## src/rtl/mini_riscv_decoder.sv

```systemverilog
// mini_riscv_decoder
// Decodes the mini RISC-V subset (ADD/SUB/OR/AND/ADDI/BEQ, everything else
// ILLEGAL) between fetch and execute. The decoded result is held in a
// valid/ready output register that has a one-entry skid buffer behind it.
// Per-class saturating counters count results as the consumer takes them.
module mini_riscv_decoder #(
  parameter int CNT_W = 16
) (
  input  logic             clk,
  input  logic             reset,      // asynchronous, active-low
  input  logic             in_valid,
  output logic             in_ready,
  input  logic [31:0]      in_instr,
  input  logic [31:0]      in_pc,
  output logic             out_valid,
  input  logic             out_ready,
  output logic [31:0]      out_pc,
  output logic [2:0]       out_op,
  output logic [4:0]       out_rd,
  output logic [4:0]       out_rs1,
  output logic [4:0]       out_rs2,
  output logic [31:0]      out_imm,
  output logic             out_wr_en,
  output logic [CNT_W-1:0] cnt_r,
  output logic [CNT_W-1:0] cnt_i,
  output logic [CNT_W-1:0] cnt_b,
  output logic [CNT_W-1:0] cnt_ill
);

  // Operation codes as presented on out_op (value 6 is never produced).
  typedef enum logic [2:0] {
    OP_ADD  = 3'd0,
    OP_SUB  = 3'd1,
    OP_OR   = 3'd2,
    OP_AND  = 3'd3,
    OP_ADDI = 3'd4,
    OP_BEQ  = 3'd5,
    OP_ILL  = 3'd7
  } op_e;

  // One fully decoded instruction, as stored in the output and skid slots.
  typedef struct packed {
    logic [31:0] pc;
    op_e         op;
    logic [4:0]  rd;
    logic [4:0]  rs1;
    logic [4:0]  rs2;
    logic [31:0] imm;
    logic        wr_en;
  } dec_t;

  // Occupancy of the output register / skid pair.
  typedef enum logic [1:0] {
    ST_EMPTY = 2'd0,   // nothing held, out_valid low
    ST_ONE   = 2'd1,   // output register holds a word
    ST_FULL  = 2'd2    // output register and skid both hold words
  } state_e;

  localparam logic [6:0] OPC_R    = 7'h33;
  localparam logic [6:0] OPC_ADDI = 7'h13;
  localparam logic [6:0] OPC_BEQ  = 7'h63;

  localparam logic [CNT_W-1:0] CNT_ONE = {{(CNT_W-1){1'b0}}, 1'b1};

  // Instruction fields
  logic [6:0] f_opcode;
  logic [4:0] f_rd;
  logic [2:0] f_funct3;
  logic [4:0] f_rs1;
  logic [4:0] f_rs2;
  logic [6:0] f_funct7;

  assign f_opcode = in_instr[6:0];
  assign f_rd     = in_instr[11:7];
  assign f_funct3 = in_instr[14:12];
  assign f_rs1    = in_instr[19:15];
  assign f_rs2    = in_instr[24:20];
  assign f_funct7 = in_instr[31:25];

  logic [31:0] imm_i;
  logic [31:0] imm_b;

  assign imm_i = {{20{in_instr[31]}}, in_instr[31:20]};
  assign imm_b = {{19{in_instr[31]}}, in_instr[31], in_instr[7],
                  in_instr[30:25], in_instr[11:8], 1'b0};

  // State
  state_e           state_q, state_d;
  dec_t             out_q, out_d;
  dec_t             skid_q, skid_d;
  logic             in_ready_q, in_ready_d;
  logic [CNT_W-1:0] cnt_r_q, cnt_r_d;
  logic [CNT_W-1:0] cnt_i_q, cnt_i_d;
  logic [CNT_W-1:0] cnt_b_q, cnt_b_d;
  logic [CNT_W-1:0] cnt_ill_q, cnt_ill_d;

  dec_t dec;
  logic accept;
  logic consume;

  assign out_valid = (state_q != ST_EMPTY);
  assign accept    = in_valid && in_ready_q;
  assign consume   = out_valid && out_ready;

  function automatic logic [CNT_W-1:0] sat_inc(input logic [CNT_W-1:0] v);
    return (&v) ? v : v + CNT_ONE;
  endfunction

  // Combinational decode of the offered instruction word.
  always_comb begin
    // NOTE: every field gets a default before the case so that no path
    // through the decode leaves a variable unassigned (which would infer a latch).
    dec     = '0;
    dec.pc  = in_pc;
    dec.op  = OP_ILL;
    case (f_opcode)
      OPC_R: begin
        case ({f_funct7, f_funct3})
          {7'h00, 3'b000}: dec.op = OP_ADD;
          {7'h20, 3'b000}: dec.op = OP_SUB;
          {7'h00, 3'b110}: dec.op = OP_OR;
          {7'h00, 3'b111}: dec.op = OP_AND;
          default:         dec.op = OP_ILL;
        endcase
        if (dec.op != OP_ILL) begin
          dec.rd    = f_rd;
          dec.rs1   = f_rs1;
          dec.rs2   = f_rs2;
          dec.wr_en = (f_rd != 5'd0);
        end
      end
      OPC_ADDI: begin
        if (f_funct3 == 3'b000) begin
          dec.op    = OP_ADDI;
          dec.rd    = f_rd;
          dec.rs1   = f_rs1;
          dec.imm   = imm_i;
          dec.wr_en = (f_rd != 5'd0);
        end
      end
      OPC_BEQ: begin
        if (f_funct3 == 3'b000) begin
          dec.op  = OP_BEQ;
          dec.rs1 = f_rs1;
          dec.rs2 = f_rs2;
          dec.imm = imm_b;
        end
      end
      default: ;
    endcase
  end

  // Next-state logic for the output register / skid occupancy FSM.
  always_comb begin
    state_d = state_q;
    out_d   = out_q;
    skid_d  = skid_q;
    case (state_q)
      ST_EMPTY: begin
        if (accept) begin
          out_d   = dec;
          state_d = ST_ONE;
        end
      end
      ST_ONE: begin
        if (accept && consume) begin
          out_d = dec;
        end else if (accept) begin
          skid_d  = dec;
          state_d = ST_FULL;
        end else if (consume) begin
          state_d = ST_EMPTY;
        end
      end
      ST_FULL: begin
        // in_ready is low here, so only the drain of the skid can happen.
        if (consume) begin
          out_d   = skid_q;
          state_d = ST_ONE;
        end
      end
      default: state_d = ST_EMPTY;
    endcase
    // in_ready is registered: it reflects whether the skid will be free next cycle.
    in_ready_d = (state_d != ST_FULL);
  end

  // Retire counters: bump the class of the word leaving the output register.
  always_comb begin
    cnt_r_d   = cnt_r_q;
    cnt_i_d   = cnt_i_q;
    cnt_b_d   = cnt_b_q;
    cnt_ill_d = cnt_ill_q;
    if (consume) begin
      case (out_q.op)
        OP_ADD, OP_SUB, OP_OR, OP_AND: cnt_r_d   = sat_inc(cnt_r_q);
        OP_ADDI:                       cnt_i_d   = sat_inc(cnt_i_q);
        OP_BEQ:                        cnt_b_d   = sat_inc(cnt_b_q);
        default:                       cnt_ill_d = sat_inc(cnt_ill_q);
      endcase
    end
  end

  // State, data and counter registers.
  always_ff @(posedge clk or negedge reset) begin
    if (!reset) begin
      // NOTE: the data slots are reset too (not just the valid state) so
      // out_* reads as zero after reset and no old word survives a reset.
      state_q    <= ST_EMPTY;
      out_q      <= '0;
      skid_q     <= '0;
      in_ready_q <= 1'b0;
      cnt_r_q    <= '0;
      cnt_i_q    <= '0;
      cnt_b_q    <= '0;
      cnt_ill_q  <= '0;
    end else begin
      // NOTE: non-blocking assignments so every register samples the
      // pre-edge values regardless of statement order.
      state_q    <= state_d;
      out_q      <= out_d;
      skid_q     <= skid_d;
      in_ready_q <= in_ready_d;
      cnt_r_q    <= cnt_r_d;
      cnt_i_q    <= cnt_i_d;
      cnt_b_q    <= cnt_b_d;
      cnt_ill_q  <= cnt_ill_d;
    end
  end

  assign in_ready  = in_ready_q;
  assign out_pc    = out_q.pc;
  assign out_op    = out_q.op;
  assign out_rd    = out_q.rd;
  assign out_rs1   = out_q.rs1;
  assign out_rs2   = out_q.rs2;
  assign out_imm   = out_q.imm;
  assign out_wr_en = out_q.wr_en;
  assign cnt_r     = cnt_r_q;
  assign cnt_i     = cnt_i_q;
  assign cnt_b     = cnt_b_q;
  assign cnt_ill   = cnt_ill_q;

endmodule

```

## config.mk

```make
export PLATFORM = sky130hd
export DESIGN_NAME = mini_riscv_decoder
export DESIGN_NICKNAME = d
export VERILOG_FILES = /design/src/rtl/mini_riscv_decoder.sv
export SDC_FILE = /design/constraint.sdc
export NUM_CORES = 1
export LEC_CHECK = 0
export BUFFER_PORTS_ARGS = -buffer_cell sky130_fd_sc_hd__buf_2
export CAP_MARGIN = 20
export CORE_ASPECT_RATIO = 0.75
export CORE_MARGIN = 5
export CORE_UTILIZATION = 28
export CTS_CLUSTER_DIAMETER = 120
export CTS_CLUSTER_SIZE = 8
export DETAILED_ROUTE_END_ITERATION = 12
export GPL_TIMING_DRIVEN = 0
export PLACE_DENSITY_LB_ADDON = 0.12
export SLEW_MARGIN = 20
export SYNTH_ARGS = -nofsm -noshare
export SYNTH_HDL_FRONTEND = slang
export SYNTH_SLANG_ARGS = --single-unit
export TNS_END_PERCENT = 100
```

## constraint.sdc

```tcl
create_clock -name clk -period 2 [get_ports clk]
set_input_delay 0.2 -clock clk [delete_from_list [all_inputs] [get_ports clk]]
set_output_delay 0.2 -clock clk [all_outputs]
set_load 0.01 [all_outputs]
```

# [Yosys cells after proc, flatten, opt, wreduce, memory -nomap -nowiden]
# Cells that the tools add are included.
# Widths: inputs -> output; s select.
[op_classes] bitwise=6 addsub=4 reduce_logical=22 n_mux=24 n_eq_ne=18
[ops] operator="$mux 83" n=3
[ops] operator="$pmux 83 s3" n=1
[ops] operator="$add 16x1->16 const B" n=4
[ops] operator="$pmux 32 s2" n=1
[ops] operator="$reduce_and 16->1" n=4
[ops] operator="$mux 42" n=1
[ops] operator="$mux 33" n=1
[ops] operator="$eq 10x3->1 const B" n=2
[ops] operator="$pmux 5 s2" n=2
[ops] operator="$mux 15" n=1
[ops] operator="$pmux 5 s3" n=1
[ops] operator="$reduce_and 3->1" n=5
[ops] operator="$mux 12" n=1
[ops] operator="$mux 2" n=6
[ops] operator="$pmux 3 s4" n=1
[ops] operator="$eq 10x9->1 const B" n=1
[ops] operator="$logic_not 10->1" n=1
[ops] operator="$pmux 3 s3" n=1
[ops] operator="$ne 2x2->1 const B" n=4
[ops] operator="$eq 7x5->1 const B" n=1
[ops] operator="$eq 7x6->1 const B" n=1
[ops] operator="$eq 7x7->1 const B" n=1
[ops] operator="$eq 3x2->1 const B" n=2
[ops] operator="$eq 3x3->1 const B" n=2
[ops] operator="18 further kinds" n=26
[word_totals] wordCells=94 input_bits=68 reg_bits=233 output_inout_bits=149

# [Logic depth before layout (Yosys ltp)]
[logic_depth] ltp_word=8 mapped_depth=7 mapped_depth_nobuf=5

# [Worst setup path after synthesis]
# Ideal clock, no wire load.
[synth_timing] kind="register to register" from="register cnt_ill_q[0] (netlist: cnt_ill[0])" to="register cnt_ill_q[1] (netlist: cnt_ill[1])" path_buffers=0 arrival_time_ps=1737 path_slack_ps=135 stages_incl_launch_ff=6 setup_time_ps=128 path_cell_list="dfrtp_1 -> ha_1 -> nand3_1 -> nor4_2 -> a21oi_1 -> mux2_1"
[synth_between] elab_chain_cells=3 word_cells_on_any_way=4
[synth_lines] item="from (decl)" line_no="95" text="logic [CNT_W-1:0] cnt_ill_q, cnt_ill_d;"
[synth_lines] item="from (signal assigned)" line_no="227" text="cnt_ill_q <= cnt_ill_d;"
[synth_lines] item="branches (longest 3 deep; another with $add 16x1->16)"
# Several ways; the timed one is not identified.
# A chain may end at the register's enable or synchronous reset.

# [Worst setup path in the final report]
# Ends and elaborated chain as after synthesis.

==> impl_results.md <==
- First-pass GRT wire length: 46600 µm
- Hold WS: 31.0 ps
- Worst hold path class: input port to flip-flop
- Violation count after the first detailed-routing iteration: 468
- Remaining DRCs: 0
- Worst clock skew: 14.8 ps
- Max-slew violations: 0
- Largest net degree at the start of global routing: 79
- Final Cell Area: 12300 µm²
- CTS sink count: 195
- FILL cells: 3353
- Synth cell types: 67
- Post-synthesis instance area: 9290 µm²
- CP max stage cell: nor4_4
- Synth Flop Type: dfrtp_1
- Buf/Inv on CP: 0
- Final Hold Viols: 0
- Die extent in y: 168 µm
- Max-slew headroom: 45.6%
- Finished Layout Cells: 1699
- Area of the die: 37000 µm²
- Core Footprint: 32600 µm²
- Total power: 0.0133 W
- Period utilization: 99.0%
- Setup crit start kind: flip-flop
- CTS Buffer Depth: 2
- Clock Pin Slew Worst Setup and Hold Paths: 80 ps
- Most common cell in the synthesized netlist: nand2_1
- First-pass DRT Iterations: 5
- Later-pin clock latency in the skew report: 440 ps
- Leak pwr: 5.93 nW
- Vias in the first global route: 7887
- Post-synth EDFFs: 0
- Max H-tree Level: 4
- CP Capture Type: flip-flop
- WP data arrival: 2310 ps
- Final WS setup: 20.2 ps
- Post-Route WL: 29700 µm
- Number of diodes: 0
- Hpwl dp: 21700 µm
- Crit path cell chain: ha_1 > nand3_2 > nor4_4 > a21oi_1 > mux2_1
- Placed cells: 1622
- Rows: 57
- Routed vias: 8107
- Mean Syn Cell Area: 9.66 µm²
- Worst slew pin tran: 815 ps
- Synth area leaders: dfrtp_1 (53%), nand2_1 (8.9%), nor2_1 (2.9%)
- Flops & latches, synth: 195
- Max Clock Freq: 505 MHz
- Vias/cell: 4.77
- CP max FO: 5
- Sequential area share after synthesis: 52.5%
- Worst R2R Setup Slack: 20 ps
- Fraction of layout cells with a size suffix above 1: 29.0%
- Worst path max stage delay: 450 ps
- Min Clock Period, post-route: 1980 ps
- CTS Buf Count: 17
- Top post-synthesis cells by count: nand2_1 (220), dfrtp_1 (195), nor2_1 (71), a21oi_1 (43), a31oi_1 (35)
- Final Setup Violations: 0
- Total Routing Usage GR: 16.0%
- Largest area contributor in the netlist: dfrtp_1
- Area Overhead vs Synth: 32.3%
- Async S/R FF share, synth: 100%
- Starting Density: 28.5%
- GP Congestion: 0.788
- # nets final: 1316
- YS warnings: 0
- Setup CP Type: flip-flop to flip-flop
- Placed cell area: 11000 µm²
- IO Port Bufs: 216
- P per Cell Area: 1090 nW/µm²
- Die W: 220 µm
- Post-DRT Antenna Nets: 0
- CP top delay family: simple AND/OR/NAND/NOR gates
- Post-synthesis cell count: 962
- RSZ-0062 raised after global routing: yes
- Area share of the largest cell type after synthesis: 52.5%
- Critical path required time: 2330 ps
- Status: completed
- VDD IR max: 0.534 mV
- Clk root buf: clkbuf_16
- IO Pins: 217
- Antenna violations before repair: 1
- Gr ovfl total: 0
- CTS tree: done
- Max Cap Viol: 0
- Post-DR wirelength/cell: 17.5 µm
- Post-Syn Nets: 1034
- Setup WS pre-CTS: -525 ps
worst paths after layout:
path | cells past startpoint | endpoint | from
setup / recovery | 5 | cnt_ill[1] | cnt_ill[0]
hold / removal | 3 | out_rs1[3] | in_instr[18]
setup reg to reg | 5 | cnt_ill[1] | cnt_ill[0]
hold reg to reg | 2 | skid_q[39] | skid_q[39]
max in group asynchronous | 3 | out_op[1] | reset
min in group asynchronous | 2 | cnt_b[10] | reset
what timing repair did:
| item | in CTS | in global routing |
|---|---|---|
| endpoints found under the hold margin | 116 | 0 |
| cloned | 0 | 0 |
| pin swaps | 0 | 3 |
| hold buffers | 39 | 0 |
| endpoints found under the setup margin | 124 | 106 |
| gates resized for setup | 40 | 41 |
| buffers inserted | 0 | 7 |
metal layers:
metal | GRT usage (%) | vias to the layer above | wire [µm]
met3 | 3.46 | 19 | 1370
met1 | 24.6 | 3960 | 15300
met4 | 3.53 | 2 | 308
met5 | 0 | - | 7
met2 | 23.0 | 168 | 12600
li1 | - | 3958 | -
tightest hold or removal path, cell delays in order:
cell	delay [ps]
buf_2	100
nand2_1	80
o31ai_1	70
placed cells by master (no fill, tap or decap), types with 11 or more instances in the layout:
cell,n
nand4_1,25
nor3_1,19
nand3_1,23
mux2_1,11
clkbuf_2,15
xnor2_1,20
dlygate4sd3_1,39
a22o_1,11
a21oi_1,43
o21ai_1,13
dfrtp_1,191
and4b_1,12
buf_2,226
inv_1,15
nor2_1,70
clkbuf_4,13
a31oi_1,35
buf_4,30
o31ai_1,21
xor2_1,22
nand2_1,220
clkbuf_16,17
cells by family (layout without fill, tap and decap cells):
| kind of cell | count (synthesis) | after routing | share of synthesized area [%] |
|---|---|---|---|
| fa+ha+maj | 4 | 4 | 0.539 |
| compound gates | 175 | 175 | 13.3 |
| flops | 195 | 195 | 52.5 |
| simple gates | 447 | 447 | 23.6 |
| mux | 13 | 13 | 1.55 |
| buf+inv | 86 | 381 | 4.51 |
| xor+xnor | 42 | 42 | 3.96 |
metrics by stage:
| stage | setup TNS [ps] | util, % |
|---|---|---|
| 5_1_grt | -171 | 37.7 |
| 3_3_place_gp | -611720 | 33.5 |
| 2_1_floorplan | 0 | - |
| 6_report | 0 | 37.7 |
| 4_1_cts | -7.01 | 37.2 |
| 3_5_place_dp | -32770 | 33.7 |
where the power goes:
group	total, W	internal (W)	leakage (nW)	switching (W)
logic	0.00379	0.00148	3.13	0.00230
clock network	0.00393	0.00228	0.323	0.00165
registers	0.00563	0.00496	2.48	0.000676
total	0.0133	0.00872	5.93	0.00463
layout make-up:
cell class              instances  area (µm²)  area share, %
flip-flops and latches        195        4880           39.7
multi-input cells             681        4110           33.4
repair buffers                264        1590           12.9
well taps                     442         553           4.50
clock buffers                  18         439           3.57
plain buffers                  70         438           3.56
clock inverters                14         223           1.81
inverters                      15        56.3          0.458
state kept, by name, summed over array words and instances (netlist names), 5 cells and up:
name	cells
cnt_b	16
cnt_i	16
cnt_ill	16
cnt_r	16
out_imm	13
out_pc	32
out_rd	5
out_rs1	5
out_rs2	5
skid_q	64
Power figures use the tool's default switching activity.
